<file path="config.mk">
export PLATFORM = sky130hd
export DESIGN_NAME = board_stager
export DESIGN_NICKNAME = d
export VERILOG_FILES = /design/src/rtl/vchess_pkg.sv /design/src/rtl/board_stager.sv
export SDC_FILE = /design/constraint.sdc
export NUM_CORES = 2
export LEC_CHECK = 0
export ABC_AREA = 1
export CAP_MARGIN = 5
export CORE_ASPECT_RATIO = 0.7
export CORE_MARGIN = 3
export CORE_UTILIZATION = 57
export CTS_BUF_LIST = sky130_fd_sc_hd__clkbuf_4
export CTS_CLUSTER_SIZE = 30
export DETAILED_ROUTE_END_ITERATION = 8
export GPL_TIMING_DRIVEN = 0
export HOLD_SLACK_MARGIN = 0.02
export PLACE_DENSITY = 0.76
export SLEW_MARGIN = 0
export SYNTH_ARGS = -nofsm -noshare
export SYNTH_HDL_FRONTEND = slang
export SYNTH_SLANG_ARGS = --single-unit
</file>
<file path="constraint.sdc">
create_clock -name clk -period 48.2 [get_ports clk]
set_input_delay 7.23 -clock clk [delete_from_list [all_inputs] [get_ports clk]]
set_output_delay 7.23 -clock clk [all_outputs]
set_load 0.05 [all_outputs]
</file>
<file path="src/rtl/vchess_pkg.sv">
// Shared vchess definitions: piece encoding and the board stager state type.
package vchess_pkg;

  // Bits used to encode one square.
  localparam int PIECE_BITS = 4;

  // Piece codes; bit 3 marks a black piece.
  localparam logic [PIECE_BITS-1:0] EMPTY_POSN   = 4'h0;
  localparam logic [PIECE_BITS-1:0] WHITE_PAWN   = 4'h1;
  localparam logic [PIECE_BITS-1:0] WHITE_KNIGHT = 4'h2;
  localparam logic [PIECE_BITS-1:0] WHITE_BISHOP = 4'h3;
  localparam logic [PIECE_BITS-1:0] WHITE_ROOK   = 4'h4;
  localparam logic [PIECE_BITS-1:0] WHITE_QUEEN  = 4'h5;
  localparam logic [PIECE_BITS-1:0] WHITE_KING   = 4'h6;
  localparam logic [PIECE_BITS-1:0] BLACK_PAWN   = 4'h9;
  localparam logic [PIECE_BITS-1:0] BLACK_KNIGHT = 4'hA;
  localparam logic [PIECE_BITS-1:0] BLACK_BISHOP = 4'hB;
  localparam logic [PIECE_BITS-1:0] BLACK_ROOK   = 4'hC;
  localparam logic [PIECE_BITS-1:0] BLACK_QUEEN  = 4'hD;
  localparam logic [PIECE_BITS-1:0] BLACK_KING   = 4'hE;

  // IDLE: no evaluation running. EVAL: vchess is working on the active board.
  typedef enum logic {IDLE, EVAL} stager_state_t;

endpackage

</file>
<file path="src/rtl/board_stager.sv">
// Board stager: collects rank writes into a shadow board and launches complete
// boards to vchess, holding at most one further board queued behind a running
// evaluation.
//
// Handshakes: a rank write is taken on a cycle where rank_valid & rank_ready,
// a commit on a cycle where commit_valid & commit_ready. Both ready signals are
// low while a board is queued and while reset is asserted. The FSM state is
// fully visible on eval_busy (high exactly in EVAL).
module board_stager
  import vchess_pkg::*;
#(
  parameter int PIECE_WIDTH = PIECE_BITS,
  parameter int SIDE_WIDTH  = PIECE_WIDTH * 8,
  parameter int BOARD_WIDTH = PIECE_WIDTH * 64
) (
  input  logic                   clk,
  input  logic                   reset,
  input  logic [SIDE_WIDTH-1:0]  rank_data,
  input  logic [2:0]             rank_index,
  input  logic                   rank_valid,
  output logic                   rank_ready,
  input  logic                   commit_valid,
  input  logic                   commit_white_to_move,
  output logic                   commit_ready,
  input  logic                   is_attacking_done,
  output logic [BOARD_WIDTH-1:0] board,
  output logic                   board_valid,
  output logic                   white_to_move,
  output logic                   eval_busy,
  output logic [31:0]            eval_count,
  output logic                   commit_error,
  input  logic                   error_clear
);

  localparam logic [BOARD_WIDTH-1:0] EMPTY_BOARD = {64{PIECE_WIDTH'(EMPTY_POSN)}};

  stager_state_t          state, state_nxt;
  logic [BOARD_WIDTH-1:0] shadow;
  logic [7:0]             loaded;
  logic [BOARD_WIDTH-1:0] pend_board;
  logic                   pend_wtm;
  logic                   pending;

  logic                   rank_wr;
  logic                   commit_fire;
  logic [BOARD_WIDTH-1:0] eff_shadow;
  logic [7:0]             eff_loaded;
  logic                   commit_ok;
  logic                   commit_bad;
  logic                   done_eval;
  logic                   launch_direct;
  logic                   launch_pend;
  logic                   launch;
  logic                   queue_commit;
  logic [BOARD_WIDTH-1:0] launch_board;
  logic                   launch_wtm;

  // Accept writes and commits only when no board is queued.
  assign rank_ready   = ~reset & ~pending;
  assign commit_ready = ~reset & ~pending;
  assign rank_wr      = rank_valid & rank_ready;
  assign commit_fire  = commit_valid & commit_ready;

  // View of the shadow with a same-cycle rank write merged in, so a commit can
  // carry the rank that arrives alongside it.
  always_comb begin
    eff_shadow = shadow;
    eff_loaded = loaded;
    if (rank_wr) begin
      eff_shadow[rank_index*SIDE_WIDTH +: SIDE_WIDTH] = rank_data;
      eff_loaded[rank_index] = 1'b1;
    end
  end

  assign commit_ok  = commit_fire & (eff_loaded == 8'hFF);
  assign commit_bad = commit_fire & (eff_loaded != 8'hFF);

  // FSM state register.
  always_ff @(posedge clk or posedge reset) begin
    if (reset) state <= IDLE;
    else       state <= state_nxt;
  end

  // FSM next state: a completed evaluation returns to IDLE unless another
  // board launches in the same cycle (queued or directly committed).
  always_comb begin
    state_nxt = state;
    case (state)
      IDLE: if (commit_ok) state_nxt = EVAL;
      EVAL: if (is_attacking_done && !pending && !commit_ok) state_nxt = IDLE;
      default: state_nxt = IDLE;
    endcase
  end

  // FSM outputs and launch decode. A done is applied before a same-cycle
  // commit, so that commit launches straight away instead of queueing.
  always_comb begin
    eval_busy     = (state == EVAL);
    done_eval     = (state == EVAL) & is_attacking_done;
    launch_direct = commit_ok & ((state == IDLE) | done_eval);
    launch_pend   = done_eval & pending;
    launch        = launch_direct | launch_pend;
    queue_commit  = commit_ok & (state == EVAL) & ~done_eval;
    launch_board  = launch_pend ? pend_board : eff_shadow;
    launch_wtm    = launch_pend ? pend_wtm : commit_white_to_move;
  end

  // Shadow, queued and active boards plus counters and sticky error.
  always_ff @(posedge clk or posedge reset) begin
    if (reset) begin
      shadow        <= '0;
      loaded        <= 8'h00;
      pend_board    <= '0;
      pend_wtm      <= 1'b1;
      pending       <= 1'b0;
      board         <= EMPTY_BOARD;
      board_valid   <= 1'b0;
      white_to_move <= 1'b1;
      eval_count    <= 32'd0;
      commit_error  <= 1'b0;
    end else begin
      if (rank_wr) shadow[rank_index*SIDE_WIDTH +: SIDE_WIDTH] <= rank_data;

      if (commit_ok)    loaded <= 8'h00;
      else if (rank_wr) loaded[rank_index] <= 1'b1;

      board_valid <= launch;
      if (launch) begin
        board         <= launch_board;
        white_to_move <= launch_wtm;
      end

      if (queue_commit) begin
        pend_board <= eff_shadow;
        pend_wtm   <= commit_white_to_move;
        pending    <= 1'b1;
      end else if (launch_pend) begin
        pending <= 1'b0;
      end

      if (done_eval) eval_count <= eval_count + 32'd1;

      if (commit_bad)       commit_error <= 1'b1;
      else if (error_clear) commit_error <= 1'b0;
    end
  end

endmodule

</file>
# Yosys cells after proc, flatten, opt, wreduce, memory -nomap -nowiden
# Cells that the tools add are included.
# op_classes
n_eq_ne	2
n_addsub	2
mul	0
reduce_logical	7
n_bitwise	17
n_lt_le_gt_ge	2
n_shift	2
mux	15
n_div	0
# ops
op	count
$mux 256	2
$bwmux 256	1
$shift 32x34->256 const A	1
$shiftx 32x34->256	1
$neg 8->34	1
$add 32x1->32 const B	1
$mux 8	2
$and 1x1->1	10
$eq 8x8->1 const B	1
$mux 1	8
$ne 8x8->1 const B	1
$or 8x8->8	1
$lt 3x4->1 const B	1
$not 1->1	4
$reduce_bool 2->1	2
$demux 1 s3	1
$ge 3x1->1 const B	1
$logic_and 1x1->1	3
$logic_not 1->1	2
$or 1x1->1	2
$pmux 1 s2	1
# totals
in_bits	42
word_cells	58
romBits	0
ff_bits	814
out_inout_bits	294
ram_bits	0
n_memories	0
latchBits	0

# Logic depth before layout (Yosys ltp)
# logic_depth
depth_word	12
mapped_depth	19
ltp_nobuf	14

# Worst setup path before layout
# OpenSTA, ideal clock, no wires.
# synth_timing
kind	input-to-reg
startpoint	input port reset
endpoint	register pend_board[0]
stages	14
setup_time_ps	117
path_slack_ps	21618
t_required_ps	48083
path_buffers	2
arrival_ps	26465
cell_sequence	inv_1 nand2_1 nor2_2 nand2_1 nand2_1 nand2_1 nor2_2 nand2_1 nor2_4 nand2_2 buf_2 buf_2 nand2_1 nand2_1
# synth_between
elab_chain_cells	8
elab_cells_between_ends	10
cone_classes	eq/ne: 1; mux: 2; bitwise: 7
# synth_rtl
item	line_no	rtl
from (decl)	board_stager.sv:17	input logic reset,
$not 1->1 (*)	board_stager.sv:59, board_stager.sv:60	
$and 1x1->1 (*)	board_stager.sv:59, board_stager.sv:60	
$and 1x1->1	board_stager.sv:61	assign rank_wr = rank_valid & rank_ready;
$mux 8	board_stager.sv:69	if (rank_wr) begin
$eq 8x8->1	board_stager.sv:75	assign commit_ok = commit_fire & (eff_loaded == 8'hFF);
$and 1x1->1	board_stager.sv:75	
$and 1x1->1 (2 in series)	board_stager.sv:103	queue_commit = commit_ok & (state == EVAL) & ~done_eval;
to (signal assigned)	board_stager.sv:134	pend_board <= eff_shadow;
to (decl)	board_stager.sv:40	logic [BOARD_WIDTH-1:0] pend_board;
# Mark *: on every way between the ends. The rest lies on a longest branch, timed or not.
# A chain may end at the register's enable or synchronous reset.

# Final worst setup path
# layout_timing
startpoint	input port reset
endpoint	output port rank_ready
# layout_between
elab_chain_cells	2
# layout_rtl
item	line_no	rtl
$not 1->1	board_stager.sv:59	assign rank_ready = ~reset & ~pending;
$and 1x1->1	board_stager.sv:59	
to (decl)	board_stager.sv:21	output logic rank_ready,
# Every way passes these cells.

==> key figures <==
Placement
  • RePlAce Congestion: 0.998
  • Number of port buffers: 335
  • Area after DPL: 40400 µm²
  • DP Worst Slack: 31.99 ns
  • Detail Placement HPWL: 83.6 mm

Logic synthesis
  • Sequential share of the synthesized area: 0.568
  • Most used flip-flop cell after synthesis: dfrtp_1
  • Share of flip-flops with an asynchronous set or reset: 1.00
  • Mean Syn Cell Area: 8.07 µm²
  • EDFF count, synth: 0
  • #FFs+latches synth: 814
  • Mapped cell area: 35800 µm²
  • Synthesized instance count: 4443
  • Netlist cell types: 34
  • Post-synth net total: 4489
  • Synthesis warning total: 0

Worst setup path
  • Cell family with most CP delay: buffers and inverters
  • CP startpoint: reset
  • Largest fanout on the critical path: 4
  • CP required: 40.97 ns
  • Critical Path Sink Type: output port
  • Critical R2R Launch: pending
  • Crit path kind: in2out
  • CP max-delay cell: clkdlybuf4s50_1
  • CP bufs+invs: 3
  • Setup crit start kind: primary input
  • Worst path arrival time: 8.98 ns
  • Largest stage delay, worst path: 0.79 ns
  • Cell mode on critical path: clkdlybuf4s50_1
  • Critical path, cell by cell: clkdlybuf4s50_1 > nor2_2 > buf_4 > clkdlybuf4s50_1

Clocking
  • Post-cts resize count: 0
  • Clk Latency, worst-skew pair: 1.06 ns
  • # hold bufs at CTS: 0
  • Clk buf depth: 3
  • Sink Count: 814
  • H-tree levels: 4
  • Setup Buffers After CTS: 0
  • Total CTS buffers: 189
  • Clock edge transition at the registers on the reported setup and hold paths: 0.07 ns
  • CTS tree: done
  • Clock root buffer: clkbuf_4

Die
  • Die H: 216 µm
  • Full die area: 66000 µm²
  • Die span in x: 306 µm
  • Initial Util: 0.579
  • Io pins: 336
  • Cell Rows: 76
  • Core ar.: 61900 µm²

Layout
  • FILL cells: 5172
  • Layout overhead on the synthesized area: 19.5%
  • Final nets: 5023
  • Cell area after layout: 42800 µm²
  • Most frequent cells in the layout: 2111 x nand2_1, 812 x dfrtp_1, 596 x nand3_1
  • Leading cell type in the layout, fill and taps excluded: nand2_1
  • Share of layout cells above drive strength 1: 0.0860

STA
  • Final setup margin: 31.99 ns
  • Hold Slack: 0.472 ns
  • Min Tclk post-route: 16.21 ns
  • Max-slew violations: 0
  • Total Neg Setup Slack: 0 ns
  • Final setup viols: 0
  • Slew Limit Headroom: 0.132
  • Pin slew with the least headroom to its limit: 1.30 ns
  • Setup skew after layout: 0.0435 ns
  • Fin crit share: 0.336
  • Final hold vios: 0
  • RSZ-0062 raised after global routing: no
  • Peak Freq: 61.7 MHz

Detailed routing
  • DR pass1 iterations: 8
  • Antenna-violating nets left: 0
  • Wirelength per Cell: 19.8 µm
  • Vias: 33100
  • Iteration-0 DRC count of the detailed router: 4125
  • Via density: 5.57
  • Total Wirelength: 118 mm
  • DRC errors left: 0

GRT
  • Vias in the first global route: 30600
  • GR Util All Layers: 0.355
  • Total gr overflow: 0
  • Initial antenna violation count: 14
  • Pin count of the biggest net entering global routing: 137
  • Wire length of the first global-routing pass: 179 mm

Power and ir drop
  • Pwr Total: 1.29 mW
  • Power Density: 30.1 nW/µm²
  • Leakage: 23.0 nW
  • Peak supply drop: 20.9 µV

Hold path
  • Hold Crit Class: reg2reg
  • Hold path startpoint: pend_board[89]

Job
  • Max-capacitance violation count: 0

Outcome
  • Status: finished clean
==> path summary, 6_finish.rpt <==
| path | depth (start not counted) | slack [ns] | end |
|---|---|---|---|
| min reg2reg | 2 | 0.47 | pend_board[89] |
| max | 4 | 31.99 | rank_ready |
| max reg2reg | 11 | 44.79 | board[113] |
| min | 2 | 0.47 | pend_board[89] |
| min in group asynchronous | 2 | 6.81 | board[71] |
| max in group asynchronous | 4 | 39.68 | board[126] |
==> report_power, final <==
part	total [mW]	switching (mW)	internal (mW)
registers	0.684	0.000268	0.684
logic	0.0467	0.0382	0.00855
clock network	0.558	0.281	0.277
==> layer usage <==
layer	part of all wire	GRT usage	wire length (µm)	vias to the layer above
met5	0.0011	0.00872	128	-
met4	0.041	0.170	4860	8
met3	0.11	0.0989	13500	312
met2	0.42	0.496	49300	1842
met1	0.42	0.512	49800	15700
li1	-	-	-	15200
==> state kept, by name (all words and copies together) (netlist names), 8 cells and up <==
signal	flops
shadow	256
loaded	8
board	256
pend_board	256
eval_count	32
==> layout make-up <==
cell class                 count  area (µm²)  area share
antenna                       11        27.5    0.000643
buffer                       299        1370      0.0320
clock buffer                 275        2060      0.0482
clock inverter                54         303     0.00707
inverter                     130         495      0.0116
multi-input combinational   3200       13600       0.318
sequential                   814       20400       0.476
tap                          819        1020      0.0239
timing repair buffer         343        3560      0.0831
==> worst reg2reg max path: cells and delay by family (launching register included) <==
family,cells,cell delay (ns)
AOI/OAI and AO/OA,1,0.21
buffers and inverters,2,0.69
DFF,1,0.41
and+or+nand+nor,8,2.03
==> Yosys cell counts (4+ instances only) <==
| cell type | count | area share |
|---|---|---|
| nand2_1 | 2111 | 0.22 |
| inv_2 | 5 | 0.00052 |
| or2_2 | 5 | 0.00087 |
| nor3_1 | 22 | 0.0031 |
| buf_4 | 37 | 0.0077 |
| inv_1 | 123 | 0.013 |
| o21ai_0 | 138 | 0.019 |
| o21a_1 | 18 | 0.0038 |
| o211ai_1 | 4 | 0.00084 |
| xor2_1 | 18 | 0.0044 |
| nor3b_1 | 18 | 0.0038 |
| nor2_1 | 127 | 0.013 |
| dfrtp_1 | 812 | 0.57 |
| buf_1 | 28 | 0.0029 |
| nor2_2 | 5 | 0.00087 |
| buf_2 | 62 | 0.0087 |
| xnor2_1 | 9 | 0.0022 |
| nand3_1 | 596 | 0.083 |
| clkbuf_1 | 168 | 0.018 |
| a21oi_1 | 25 | 0.0035 |
| o21bai_1 | 6 | 0.0013 |
| nand4_1 | 29 | 0.0051 |
| buf_6 | 4 | 0.0013 |
| o21ai_2 | 10 | 0.0024 |
| o21ai_1 | 18 | 0.0025 |
| ha_1 | 4 | 0.0014 |
| and2_1 | 28 | 0.0049 |
==> per-stage QoR <==
stage	util	cells
2_1_floorplan	-	4443
3_3_place_gp	0.650	5597
3_5_place_dp	0.653	5604
4_1_cts	0.691	5933
5_1_grt	0.692	5939
6_report	0.692	5945
==> cell families (layout without fill, tap and decap cells) <==
group | Yosys count | in the layout | synth area share
compound gates | 220 | 220 | 0.0338
xor+xnor | 27 | 27 | 0.00660
fa+ha+maj | 4 | 4 | 0.00140
buf+inv | 429 | 1101 | 0.0518
flops | 814 | 814 | 0.568
other cells | 0 | 11 | 0
simple gates | 2949 | 2949 | 0.338
(Power assumes the default switching activity.)
